--- src/rtl/n64_report_pkg.sv ---
// ============================================================================
// Module   : n64_report_pkg
// Purpose  : Shared types, constants and checksum helper for the controller
//            report framer.
// Revision : 1.0 - initial release
// ============================================================================
`default_nettype none

package n64_report_pkg;

   typedef enum logic [0:0] {
      IDLE = 1'b0,
      SEND = 1'b1
   } state_t;

   localparam logic [7:0] SYNC_BYTE_DEF  = 8'hA5;
   localparam int         FRAME_LEN_NOCS = 5;
   localparam int         FRAME_LEN_CS   = 6;

   // Modulo-256 sum of the four snapshot bytes; the SYNC byte is not covered.
   function automatic logic [7:0] csum8(input logic [31:0] d);
      return d[31:24] + d[23:16] + d[15:8] + d[7:0];
   endfunction

endpackage

`default_nettype wire

--- src/rtl/cntlr_report_framer.sv ---
// ============================================================================
// Module   : cntlr_report_framer
// Purpose  : Frames 32-bit controller snapshots as SYNC + 4 data bytes
//            (+ CSUM when REPORT_CHECKSUM_EN is defined) onto a valid/ready
//            byte link, with one latest-wins pending snapshot.
// Revision : 1.0 - initial release
// ============================================================================
`default_nettype none

module cntlr_report_framer
   import n64_report_pkg::*;
#(
   parameter logic [7:0] SYNC_BYTE  = SYNC_BYTE_DEF,
   parameter int         DROP_CNT_W = 8
) (
   input  logic                  clk,
   input  logic                  rst,
   input  logic [31:0]           cntlr_data,
   input  logic                  cntlr_data_rdy,
   output logic [7:0]            tx_byte,
   output logic                  tx_valid,
   input  logic                  tx_ready,
   output logic                  busy,
   output logic [DROP_CNT_W-1:0] drop_cnt
);

`ifdef REPORT_CHECKSUM_EN
   localparam int c_frame_len = FRAME_LEN_CS;
`else
   localparam int c_frame_len = FRAME_LEN_NOCS;
`endif
   localparam logic [2:0] c_last = 3'(c_frame_len - 1);

   state_t                r_state;
   state_t                w_state_nxt;
   logic [2:0]            r_idx;
   logic [2:0]            w_idx_nxt;
   logic [31:0]           r_frame;
   logic [31:0]           r_pend;
   logic                  r_pend_vld;
   logic [DROP_CNT_W-1:0] r_drop_cnt;

   logic                  w_sending;
   logic                  w_xfer;
   logic                  w_at_last;
   logic                  w_src_avail;
   logic                  w_load;
   logic [31:0]           w_frame_src;

   assign w_sending   = (r_state == SEND);
   assign w_xfer      = w_sending && tx_ready;
   assign w_at_last   = (r_idx == c_last);
   assign w_src_avail = r_pend_vld || cntlr_data_rdy;
   // A new frame is captured either from idle or at acceptance of the last byte.
   assign w_load      = (!w_sending && w_src_avail) ||
                        (w_xfer && w_at_last && w_src_avail);
   assign w_frame_src = r_pend_vld ? r_pend : cntlr_data;

   always_ff @(posedge clk) begin
      if (rst) begin
         r_state <= IDLE;
         r_idx   <= 3'd0;
      end else begin
         r_state <= w_state_nxt;
         r_idx   <= w_idx_nxt;
      end
   end

   always_comb begin
      w_state_nxt = r_state;
      w_idx_nxt   = r_idx;
      case (r_state)
         IDLE: begin
            if (w_src_avail) begin
               w_state_nxt = SEND;
               w_idx_nxt   = 3'd0;
            end
         end
         SEND: begin
            if (w_xfer) begin
               if (w_at_last) begin
                  w_idx_nxt   = 3'd0;
                  w_state_nxt = w_src_avail ? SEND : IDLE;
               end else begin
                  w_idx_nxt = r_idx + 3'd1;
               end
            end
         end
         default: begin
            w_state_nxt = IDLE;
            w_idx_nxt   = 3'd0;
         end
      endcase
   end

   always_comb begin
      tx_valid = w_sending;
      busy     = w_sending || r_pend_vld;
      drop_cnt = r_drop_cnt;
      tx_byte  = 8'h00;
      if (w_sending) begin
         case (r_idx)
            3'd0:    tx_byte = SYNC_BYTE;
            3'd1:    tx_byte = r_frame[31:24];
            3'd2:    tx_byte = r_frame[23:16];
            3'd3:    tx_byte = r_frame[15:8];
            3'd4:    tx_byte = r_frame[7:0];
`ifdef REPORT_CHECKSUM_EN
            3'd5:    tx_byte = csum8(r_frame);
`endif
            default: tx_byte = 8'h00;
         endcase
      end
   end

   always_ff @(posedge clk) begin
      if (rst) begin
         r_frame    <= 32'd0;
         r_pend     <= 32'd0;
         r_pend_vld <= 1'b0;
         r_drop_cnt <= '0;
      end else begin
         if (w_load) begin
            r_frame <= w_frame_src;
         end
         if (cntlr_data_rdy) begin
            r_pend     <= cntlr_data;
            // A strobe framed directly from idle leaves nothing pending.
            r_pend_vld <= !(w_load && !r_pend_vld);
            if (r_pend_vld && !w_load && (r_drop_cnt != '1)) begin
               r_drop_cnt <= r_drop_cnt + 1'b1;
            end
         end else if (w_load) begin
            r_pend_vld <= 1'b0;
         end
      end
   end

endmodule

`default_nettype wire

--- config.mk ---
export PLATFORM = sky130hd
export DESIGN_NAME = cntlr_report_framer
export DESIGN_NICKNAME = d
export VERILOG_FILES = /design/src/rtl/n64_report_pkg.sv /design/src/rtl/cntlr_report_framer.sv
export SDC_FILE = /design/constraint.sdc
export NUM_CORES = 1
export LEC_CHECK = 0
export ABC_AREA = 1
export BUFFER_PORTS_ARGS = -buffer_cell sky130_fd_sc_hd__buf_2
export CAP_MARGIN = 20
export CORE_MARGIN = 4
export CORE_UTILIZATION = 57
export CTS_CLUSTER_SIZE = 10
export DETAILED_ROUTE_END_ITERATION = 6
export GPL_TIMING_DRIVEN = 0
export PLACE_DENSITY_LB_ADDON = 0.15
export SLEW_MARGIN = 25
export SYNTH_ARGS = -nofsm -noshare
export SYNTH_HDL_FRONTEND = slang
export SYNTH_SLANG_ARGS = --single-unit
--- constraint.sdc ---
create_clock -name clk -period 1.65 [get_ports clk]
set_input_delay 0.33 -clock clk [delete_from_list [all_inputs] [get_ports clk]]
set_output_delay 0.33 -clock clk [all_outputs]
set_load 0.05 [all_outputs]
After elaboration in Yosys (flattened, before gate mapping)

Index checks and enable logic that the tools add are counted.

Register bits: 77
Output and inout port bits: 18
Word-level logic and storage cells: 47
Input port bits: 36

Bitwise logic cells: 1
$add $sub $neg: 2
Equality and inequality tests: 7
Reductions and logical operators: 18
Multiplexer cells: 13

Operators with widths:

| cell                                                                     | number |
|---|---|
| 8-bit case mux with 5 select lines                                       | 1 |
| 32-bit 2-to-1 mux                                                        | 1 |
| 3-bit 2-to-1 mux                                                         | 3 |
| 8-bit by 1-bit adder with 8-bit output (second input constant)           | 1 |
| 8-bit 2-to-1 mux                                                         | 1 |
| 8-bit inequality test (second input constant)                            | 1 |
| 1-bit logical AND                                                        | 7 |
| 3-bit by 2-bit equality test with 1-bit output (second input constant)   | 2 |
| 3-bit case mux with 2 select lines                                       | 1 |
| 1-bit 2-to-1 mux                                                         | 5 |
| 1-bit zero test                                                          | 4 |
| 2-bit AND reduction                                                      | 2 |
| 3-bit by 1-bit adder with 3-bit output (second input constant)           | 1 |
| 3-bit by 1-bit equality test with 1-bit output (second input constant)   | 1 |
| 3-bit equality test (second input constant)                              | 1 |
| 3-bit zero test                                                          | 1 |
| 1-bit logical OR                                                         | 3 |
| 2-bit by 1-bit inequality test with 1-bit output (second input constant) | 1 |
| 2-bit inequality test (second input constant)                            | 1 |
| 1-bit case mux with 2 select lines                                       | 1 |
| 2-bit nonzero test                                                       | 1 |
| 1-bit inverter                                                           | 1 |

Depth between registers and ports, before layout

Gate-level depths: netlist of run 1.

Depth after elaboration: 8
Mapped depth: 9

Least setup slack after synthesis of run 1

OpenSTA, ideal clock, no wires.

Path kind: register -> output
Start point: register r_idx[0]
End point: output tx_byte[1]
Cell stages (with the launch flop): 7
Data required time: 1.320 ns
Slack: -0.544 ns
Buffers on the path: 0
Arrival: 1.864 ns
Path through: dfxtp_1 > inv_1 > ha_1 > nand2_1 > o21ai_0 > a21oi_1 > a21oi_1

Word-level cells in the longest chain between the ends: 3
Elaborated cells on any way between the ends: 7

RTL lines:

| item                                        | line                       | source |
|---|---|---|
| start: declaration                          | cntlr_report_framer.sv:36  | `logic [2:0] r_idx;` |
| start signal: assignment                    | cntlr_report_framer.sv:65  | `r_idx <= w_idx_nxt;` |
| 3-bit equality test (tied with other cells) | cntlr_report_framer.sv:102 | `case (r_idx)` |
| 8-bit case mux with 5 select lines *        | cntlr_report_framer.sv:102 |  |
| 8-bit 2-to-1 mux *                          | cntlr_report_framer.sv:101 | `if (w_sending) begin` |
| end: declaration                            | cntlr_report_framer.sv:20  | `output logic [7:0] tx_byte,` |

Mark *: on every way between the ends. The rest lies on a longest branch, timed or not.

Worst setup path in the final report of run 1

Start point: register r_idx[0]
End point: output tx_byte[6]

The elaborated chain is that of the path after synthesis.

==> impl_metrics.ini, run 1 <==
[sta]
skew_ns = 0.005768
tightest_slew_ns = 0.5688
layout_setup_ws_ns = -0.4776
post-route-period-util_pct = 128.9
final-max-slew-violation-count = 0
max_slew_margin_pct = 62.08
period_needed_ns = 2.128
finalSetupViolations = 11
max_clock_freq_ghz = 0.4700
finalHoldViolations = 0
rsz0062_at_grt = true
fin_hold_ws_ns = 0.1902

[logic_synthesis]
yosys_warnings = 0
yosys_most_used_dff = dfxtp_1
ys_seq_area_share_pct = 42.29
synth-seq-cells = 77
synth.avg_cell_area_um2 = 7.319
ys_top_cells_by_area = dfxtp_1 42%, nand2_1 10%, o21ai_0 10%
synth_cells = 498
yosysMostFrequentCell = nand2_1
synth_cell_types = 30
synthArstFlopShare_pct = 0
synth_area_leader_cell = dfxtp_1
syn_nets = 540
synthTopCellsByCount = 100 x nand2_1, 77 x dfxtp_1, 74 x o21ai_0
yosysTopAreaCellShare_pct = 42.29
synth-edff-count = 0
netlist_area_um2 = 3645

[route]
drt_pass1_iterations = 5
via_per_inst = 5.624
antenna_violating_nets_post_route = 0
drt_iter0_markers = 261
drc = 0
num_vias = 3667
wire_per_inst_um = 16.17
wirelength_um = 10550

[floorplanning]
io_pins = 54
fp.dieH_um = 87.97
row_count = 28
core_area_um2 = 6061
dieArea_um2 = 7738
dieWidth_um = 87.97
initial_core_util_pct = 60.14

[pwr]
leakage_nw = 2.080
power_density_nw_per_um2 = 1001
finalPower_mw = 4.700
ir_drop_v = 0.0007545

[clocking]
cts_max_level = 3
clk_path_buf_depth = 2
clkLatencyLatePin_ns = 0.35
cts_buffers = 9
cts_tree = yes
root_buffer = clkbuf_8
clock_sinks = 77
path_clk_slew_ns = 0.09

[run_status]
violations = setup timing
status = finished with violations

[layout]
fin_nets = 614
n_antenna_cell = 0
design_area_um2 = 4697
drive_above_1_share_pct = 26.17
final_util_pct = 77.50
area_growth_pct = 28.87

[setup_path]
slowest_stage = dfxtp_4
crit_fanout = 8
start_kind = register
cpMostUsedCell = buf_6
crit_chain = buf_6 -> ha_4 -> nand2_4 -> inv_6 -> o31ai_4 -> buf_12 -> a21oi_2 -> buf_6
required_ns = 1.32
arrival_ns = 1.80
slowest_delay_ns = 0.38
worstSetupPathType = register to primary output
critPathCaptureType = primary output

[run]
max_cap_viol_count = 0

[place]
place_area_um2 = 4056
gp_congestion = 0.9005
io_buffers = 53
dp_hpwl_um = 6757

[global_route]
grt_pass1_vias = 3374
overflow = 0
grt_max_degree = 20
grtUsageTotal_pct = 26.63
antenna_found_initial = 0
grt_pass1_wl_um = 16040

[worst_hold_path]
hp-class = input port to register
==> worst max-delay path, delay by kind of cell (launching register included) <==
| kind | cells | cell delay, ns |
|---|---|---|
| AO/OA/AOI/OAI | 2 | 0.31 |
| flip-flops | 1 | 0.38 |
| AND/OR/NAND/NOR | 1 | 0.08 |
| buffers and inverters | 4 | 0.51 |
| adder cells (fa/ha/maj) | 1 | 0.15 |
==> flip-flops by register name, indices dropped and copies added (netlist names) <==
signal and flops:
drop_cnt 8, r_frame 32, r_idx 3, r_pend_vld 1
r_pend 32, tx_valid 1
==> power breakdown <==
group / switching [mW] / total, mW / internal [mW]
sequential: 0.100 / 2.10 / 2.00
clock: 0.764 / 1.67 / 0.907
combinational: 0.555 / 0.929 / 0.375
==> placed cells by master, fill, tap and decap left out, drive strengths merged, types with 4 or more instances in the layout <==
cell type / Yosys / final
buf: 14 / 77
nor2: 74 / 74
a211oi: 4 / 4
clkbuf: 13 / 23
dfxtp: 77 / 77
nand2: 104 / 104
o211a: 13 / 13
o21ai: 76 / 76
nand3: 24 / 24
a21oi: 43 / 43
ha: 6 / 6
inv: 40 / 42
==> cell families (layout without fill, tap and decap cells) <==
| group | count (synthesis) | count (layout) | share of synthesized area (%) |
|---|---|---|---|
| and+or+nand+nor | 207 | 207 | 24.79 |
| AOI/OAI and AO/OA | 137 | 137 | 21.32 |
| DFF | 77 | 77 | 42.29 |
| buffers and inverters | 68 | 147 | 8.823 |
| adders and majority gates | 6 | 6 | 2.060 |
| xor gates and xnor gates | 3 | 3 | 0.7210 |
==> stage by stage <==
stage | setup WS [ns] | instances | TNS, ns
finish | -0.4776 | 652 | -3.769
global route | -0.5067 | 652 | -4.550
CTS | -0.4229 | 643 | -3.313
detailed placement | -0.4045 | 626 | -2.757
global placement | -0.3807 | 626 | -2.595
floorplan | -0.1384 | 498 | -0.8175
==> layout make-up <==
cell class	instances	area [µm²]
buffer	25	151.4
sequential	77	1555
clock inverter	6	93.84
fill	441	1364
multi-input combinational	353	2002
clock buffer	10	137.6
timing repair buffer	65	481.7
tap	75	93.84
inverter	41	181.4
==> final timing paths <==
path | start | end | slack (ns) | cells past startpoint
min reg2reg | r_frame[31] | r_frame[31] | 0.46 | 2
max reg2reg | r_idx[1] | r_frame[30] | -0.02 | 9
min | rst | tx_valid | 0.19 | 2
max | r_idx[0] | tx_byte[6] | -0.48 | 8
==> timing repair <==
item                       4_1_cts  5_1_grt
hold endpoints to repair         0        0
resized for setup               53       27
setup buffers                    3        7
hold buffers                     0        0
setup endpoints to repair        9       23
cloned                           0        2
pin swaps                        4       10
==> metal layers <==
| layer | vias to the layer above | GRT usage [%] | share of wire (%) |
|---|---|---|---|
| met5 | - | 0 | 0 |
| met4 | 0 | 10.88 | 2.4 |
| met2 | 166 | 43.63 | 48 |
| met1 | 1693 | 34.72 | 43 |
| li1 | 1783 | - | - |
| met3 | 25 | 4.610 | 7.2 |
(Power assumes the default switching activity.)
==> inputs of run 2 (changes only) <==
BUFFER_PORTS_ARGS = not set   (was -buffer_cell sky130_fd_sc_hd__buf_2)
CORE_UTILIZATION = 60   (was 57)
DONT_BUFFER_PORTS = 1   (was not set)
==> run 2 against run 1 <==
The run still ends with setup timing left; combinational power is 15% lower; sequential share of layout area increased by 2.9 points; clock power down 13%; final cell count down 8.0%; maximum frequency decreased by 1.5%; sequential power about the same; worst hold slack got worse by 0.11 ns; critical path depth unchanged; routed wire length fell by 2.8%; flip-flop and latch count is the same; critical path type unchanged.
==> impl_metrics.ini, run 2 (synthesis gave the netlist of run 1 again) <==
[clocking]
holdBufCountCts = 0
cts_tree = yes
root_buffer = clkbuf_8
clock_sinks = 77
clk_path_buf_depth = 2
path_clk_slew_ns = 0.08
clkLatencyLatePin_ns = 0.35
cts_buffers = 9
cts_max_level = 3

[setup_path]
arrival_ns = 1.83
required_ns = 1.32
slowest_stage = dfxtp_4
slowest_delay_ns = 0.40
start_kind = register
ff2ff_setup_slack_ns = 0.01
critPathCaptureType = primary output
crit_chain = buf_6 -> ha_4 -> nand2_4 -> inv_4 -> o31ai_4 -> buf_12 -> buf_12 -> a21oi_4
cpMostUsedCell = buf_12
crit_fanout = 7
worstSetupPathType = register to primary output

[sta]
tns_ns = -3.614
rsz0062_at_grt = true
final-max-slew-violation-count = 0
max_slew_margin_pct = 60.82
tightest_slew_ns = 0.5877
skew_ns = 0.006463
max_clock_freq_ghz = 0.4632
post-route-period-util_pct = 130.8
period_needed_ns = 2.159
finalSetupViolations = 8
finalHoldViolations = 0
layout_setup_ws_ns = -0.5089

[layout]
n_antenna_cell = 0
area_growth_pct = 19.67
fin_nets = 562
final_cell_mix = 93 x nand2_1, 70 x o21ai_0, 66 x nor2_1
drive_above_1_share_pct = 21.14
layout_commonest_cell = nand2_1

[route]
via_per_inst = 5.818
wirelength_um = 10250
drt_iter0_markers = 229
wire_per_inst_um = 17.09
drt_pass1_iterations = 7
antenna_violating_nets_post_route = 0
drc = 0
num_vias = 3491

[global_route]
grt_pass1_vias = 3310
grt_max_degree = 20
grtUsageTotal_pct = 27.74
grt_pass1_wl_um = 16060
antenna_found_initial = 0
overflow = 0

[worst_hold_path]
hp-class = input port to register

[floorplanning]
io_pins = 54
dieArea_um2 = 7386
fp.dieH_um = 85.94
initial_core_util_pct = 61.56
core_area_um2 = 5921
dieWidth_um = 85.94
row_count = 28

[place]
place_ws_ns = -0.4630
io_buffers = 0
dp_hpwl_um = 6647
gp_congestion = 0.8646

[pwr]
pwr-share-seq_pct = 48.4
switching_share_pct = 30.76
leakage_nw = 1.819
power_density_nw_per_um2 = 999.0
ir_drop_v = 0.0006384
power_switching_mw = 1.340
clkPwrFrac_pct = 33.4
intPower_mw = 3.017
combPwrFrac_pct = 18.2

[run]
max_cap_viol_count = 0

[run_status]
status = finished with violations
violations = setup timing
run 2: layout make-up:
class / instances / area, µm²
clock inverter: 6 / 62.56
sequential: 77 / 1572
tap: 75 / 93.84
multi-input combinational: 353 / 2027
inverter: 41 / 183.9
clock buffer: 10 / 137.6
timing repair buffer: 12 / 122.6
fill: 449 / 1559
buffer: 26 / 162.7
run 2: worst max-delay path: cells and delay by family, from the launching register on:
| family | cells | cell delay, ns |
|---|---|---|
| buf+inv | 4 | 0.48 |
| compound gates | 2 | 0.41 |
| fa+ha+maj | 1 | 0.13 |
| simple gates | 1 | 0.05 |
| flops | 1 | 0.40 |
run 2: power groups by stage:
stage	registers, mW	clock network [mW]	logic, mW
6_report	2.11	1.46	0.793
5_1_grt	2.12	1.54	0.870
4_1_cts	2.10	1.47	0.746
3_5_place_dp	2.14	0	0.654
3_3_place_gp	2.13	0	0.637
2_1_floorplan	2.11	0	0.529
run 2: worst paths after layout:
| kind | from | end | cells past startpoint |
|---|---|---|---|
| worst min-delay path | rst | tx_valid | 1 |
| worst max-delay path | r_idx[0] | tx_byte[4] | 8 |
| worst max register to register | drop_cnt[0] | drop_cnt[0] | 7 |
| worst min register to register | r_frame[31] | r_frame[31] | 2 |
run 2: repair_timing:
item	in CTS	in global routing
setup buffers	5	7
pin swaps	10	13
setup endpoints to repair	17	16
gates resized for setup	47	26
run 2: metrics by stage:
step	util [%]	cells	cell area, µm²	total power, mW	hold WS [ns]
2_1_floorplan	-	498	3697	2.642	0.4240
3_3_place_gp	64.03	573	3791	2.771	0.4383
5_1_grt	73.67	600	4362	4.531	0.08137
6_report	73.67	600	4362	4.357	0.07700
3_5_place_dp	64.03	573	3791	2.795	0.4411
4_1_cts	71.43	593	4229	4.324	0.06533
run 2: layer usage:
layer | GRT usage, % | part of all wire, % | vias to the layer above
met5 | 0 | 0 | -
met4 | 14.53 | 3.7 | 0
li1 | - | - | 1682
met2 | 44.43 | 48 | 151
met1 | 34.96 | 42 | 1622
met3 | 5.860 | 6.7 | 36
==> inputs of run 3 (changes only) <==
CORE_UTILIZATION = 57   (was 60)
CTS_CLUSTER_DIAMETER = 100   (was not set)
SETUP_SLACK_MARGIN = 0.4   (was not set)
clock period = 1.8 ns   (was 1.65 ns; I/O delays follow)
==> run 3 against run 2 <==
The run still ends with setup timing left; sequential share of layout area decreased by 3.2 points; die area increased by 4.8%; clock-buffer cell count increased by 3; sequential power decreased by 8%; combinational power increased by 14%; utilization increased by 6.1 points; worst setup slack improved by 0.14 ns; global-route usage decreased by 1.1 points; clock skew increased by 0.0032 ns.
==> impl_metrics.ini, run 3 (synthesis gave the netlist of run 1 again) <==
[run_status]
status = finished with violations
violations = setup timing

[floorplanning]
io_pins = 54
dieWidth_um = 87.97
core_area_um2 = 6061
dieArea_um2 = 7738
row_count = 28
initial_core_util_pct = 60.14
fp.dieH_um = 87.97

[sta]
skew_ns = 0.009661
period_needed_ns = 2.164
finalHoldViolations = 0
max_clock_freq_ghz = 0.4621
final-max-slew-violation-count = 0
tightest_slew_ns = 0.6781
layout_setup_ws_ns = -0.3640
finalSetupViolations = 8
max_slew_margin_pct = 54.79
rsz0062_at_grt = true
post-route-period-util_pct = 120.2

[setup_path]
slowest_delay_ns = 0.39
crit_chain = inv_6 -> ha_4 -> nor2_4 -> nor2_4 -> o31ai_4 -> buf_12 -> buf_12 -> a21oi_4
required_ns = 1.44
start_kind = register
crit_fanout = 7
cp_num_buf_inv = 3
worst-r2r-cell-count = 8
crit_family = flip-flops
path_depth = 8
critPathCaptureType = primary output
slowest_stage = dfxtp_4
worstSetupPathType = register to primary output
arrival_ns = 1.80

[place]
gp_congestion = 0.9000
dp_hpwl_um = 6695
place_area_um2 = 3816
post-place-cells = 573
io_buffers = 0

[global_route]
grtUsageTotal_pct = 26.60
grt_pass1_wl_um = 15930
antenna_found_initial = 0
grt_max_degree = 13
overflow = 0
grt_pass1_vias = 3269

[run]
max_cap_viol_count = 0

[layout]
n_antenna_cell = 0
seqCellArea_um2 = 1588
final_util_pct = 79.81
multiInputGateArea_um2 = 2293
fin_nets = 572
final_cell_mix = 92 x nand2_1, 64 x dfxtp_1, 56 x o21ai_0
fillCellCount = 374
layout_commonest_cell = nand2_1
area_growth_pct = 32.72
drive_above_1_share_pct = 29.91
design_area_um2 = 4837
fin_cells = 610

[clocking]
clk_path_buf_depth = 2
cts_buffers = 9
root_buffer = clkbuf_8
cts_tree = yes
path_clk_slew_ns = 0.07
clock_sinks = 77
cts_max_level = 3
holdBufCountCts = 0
clkLatencyLatePin_ns = 0.35

[route]
drc = 0
antenna_violating_nets_post_route = 0
via_per_inst = 5.944
drt_pass1_iterations = 5
num_vias = 3626
wire_per_inst_um = 18.51
wirelength_um = 11290
drt_iter0_markers = 277

[worst_hold_path]
hold_depth = 1
hp-class = input port to register

[pwr]
ir_drop_v = 0.0006106
leakage_nw = 1.978
power_density_nw_per_um2 = 876.6
run 3: cell count changes in the layout (fill, tap and decap cells not counted), moves of 4 or more:
cell	previous run	this run
dfxtp_4	6	12
o21ai_2	4	9
o21ai_0	70	56
a21oi_2	4	14
o21ai_1	2	8
nor2_1	66	55
a21oi_1	35	25
nand3_1	14	8
clkbuf_16	0	4
nor2_4	5	16
dfxtp_2	6	1
run 3: final timing paths:
path	start	slack (ns)	to
hold / removal	rst	0.11	tx_valid
setup / recovery	r_idx[0]	-0.36	tx_byte[1]
hold reg to reg	r_frame[31]	0.48	r_frame[31]
setup reg to reg	r_idx[0]	0.17	r_frame[25]
run 3: layout make-up:
class / count / share of cell area (%)
well taps: 75 / 1.940
plain buffers: 27 / 3.983
multi-input cells: 353 / 47.41
repair buffers: 21 / 5.613
inverters: 41 / 3.854
clock buffers: 13 / 3.492
clock inverters: 3 / 0.8795
flip-flops and latches: 77 / 32.82
run 3: where the power goes:
group,internal [mW],switching (mW),total [mW]
combinational,0.360,0.545,0.905
clock,0.754,0.639,1.39
sequential,1.82,0.119,1.94
run 3: repair_timing:
item,CTS,global route
pin swaps,17,23
buffers inserted,8,9
gates resized for setup,80,76
cloned,0,4
setup endpoints to repair,45,47
endpoints found under the hold margin,0,0
run 3: stage by stage:
stage / total power [mW] / hold WS [ns] / TNS [ns] / worst slack, ns
floorplan: 2.425 / 0.4240 / -0.09119 / -0.01781
global placement: 2.547 / 0.4417 / -1.371 / -0.2678
detailed placement: 2.564 / 0.4494 / -1.589 / -0.2906
CTS: 4.020 / 0.1174 / -2.307 / -0.3634
global route: 4.396 / 0.1137 / -3.006 / -0.4032
finish: 4.240 / 0.1146 / -2.713 / -0.3640
run 3: metal layers:
layer,up-vias,part of all wire (%),global-route usage (%)
li1,1707,-,-
met1,1699,40,34.32
met2,170,49,43.90
met3,50,7.2,5.644
met4,0,3.7,9.623
met5,-,0,0
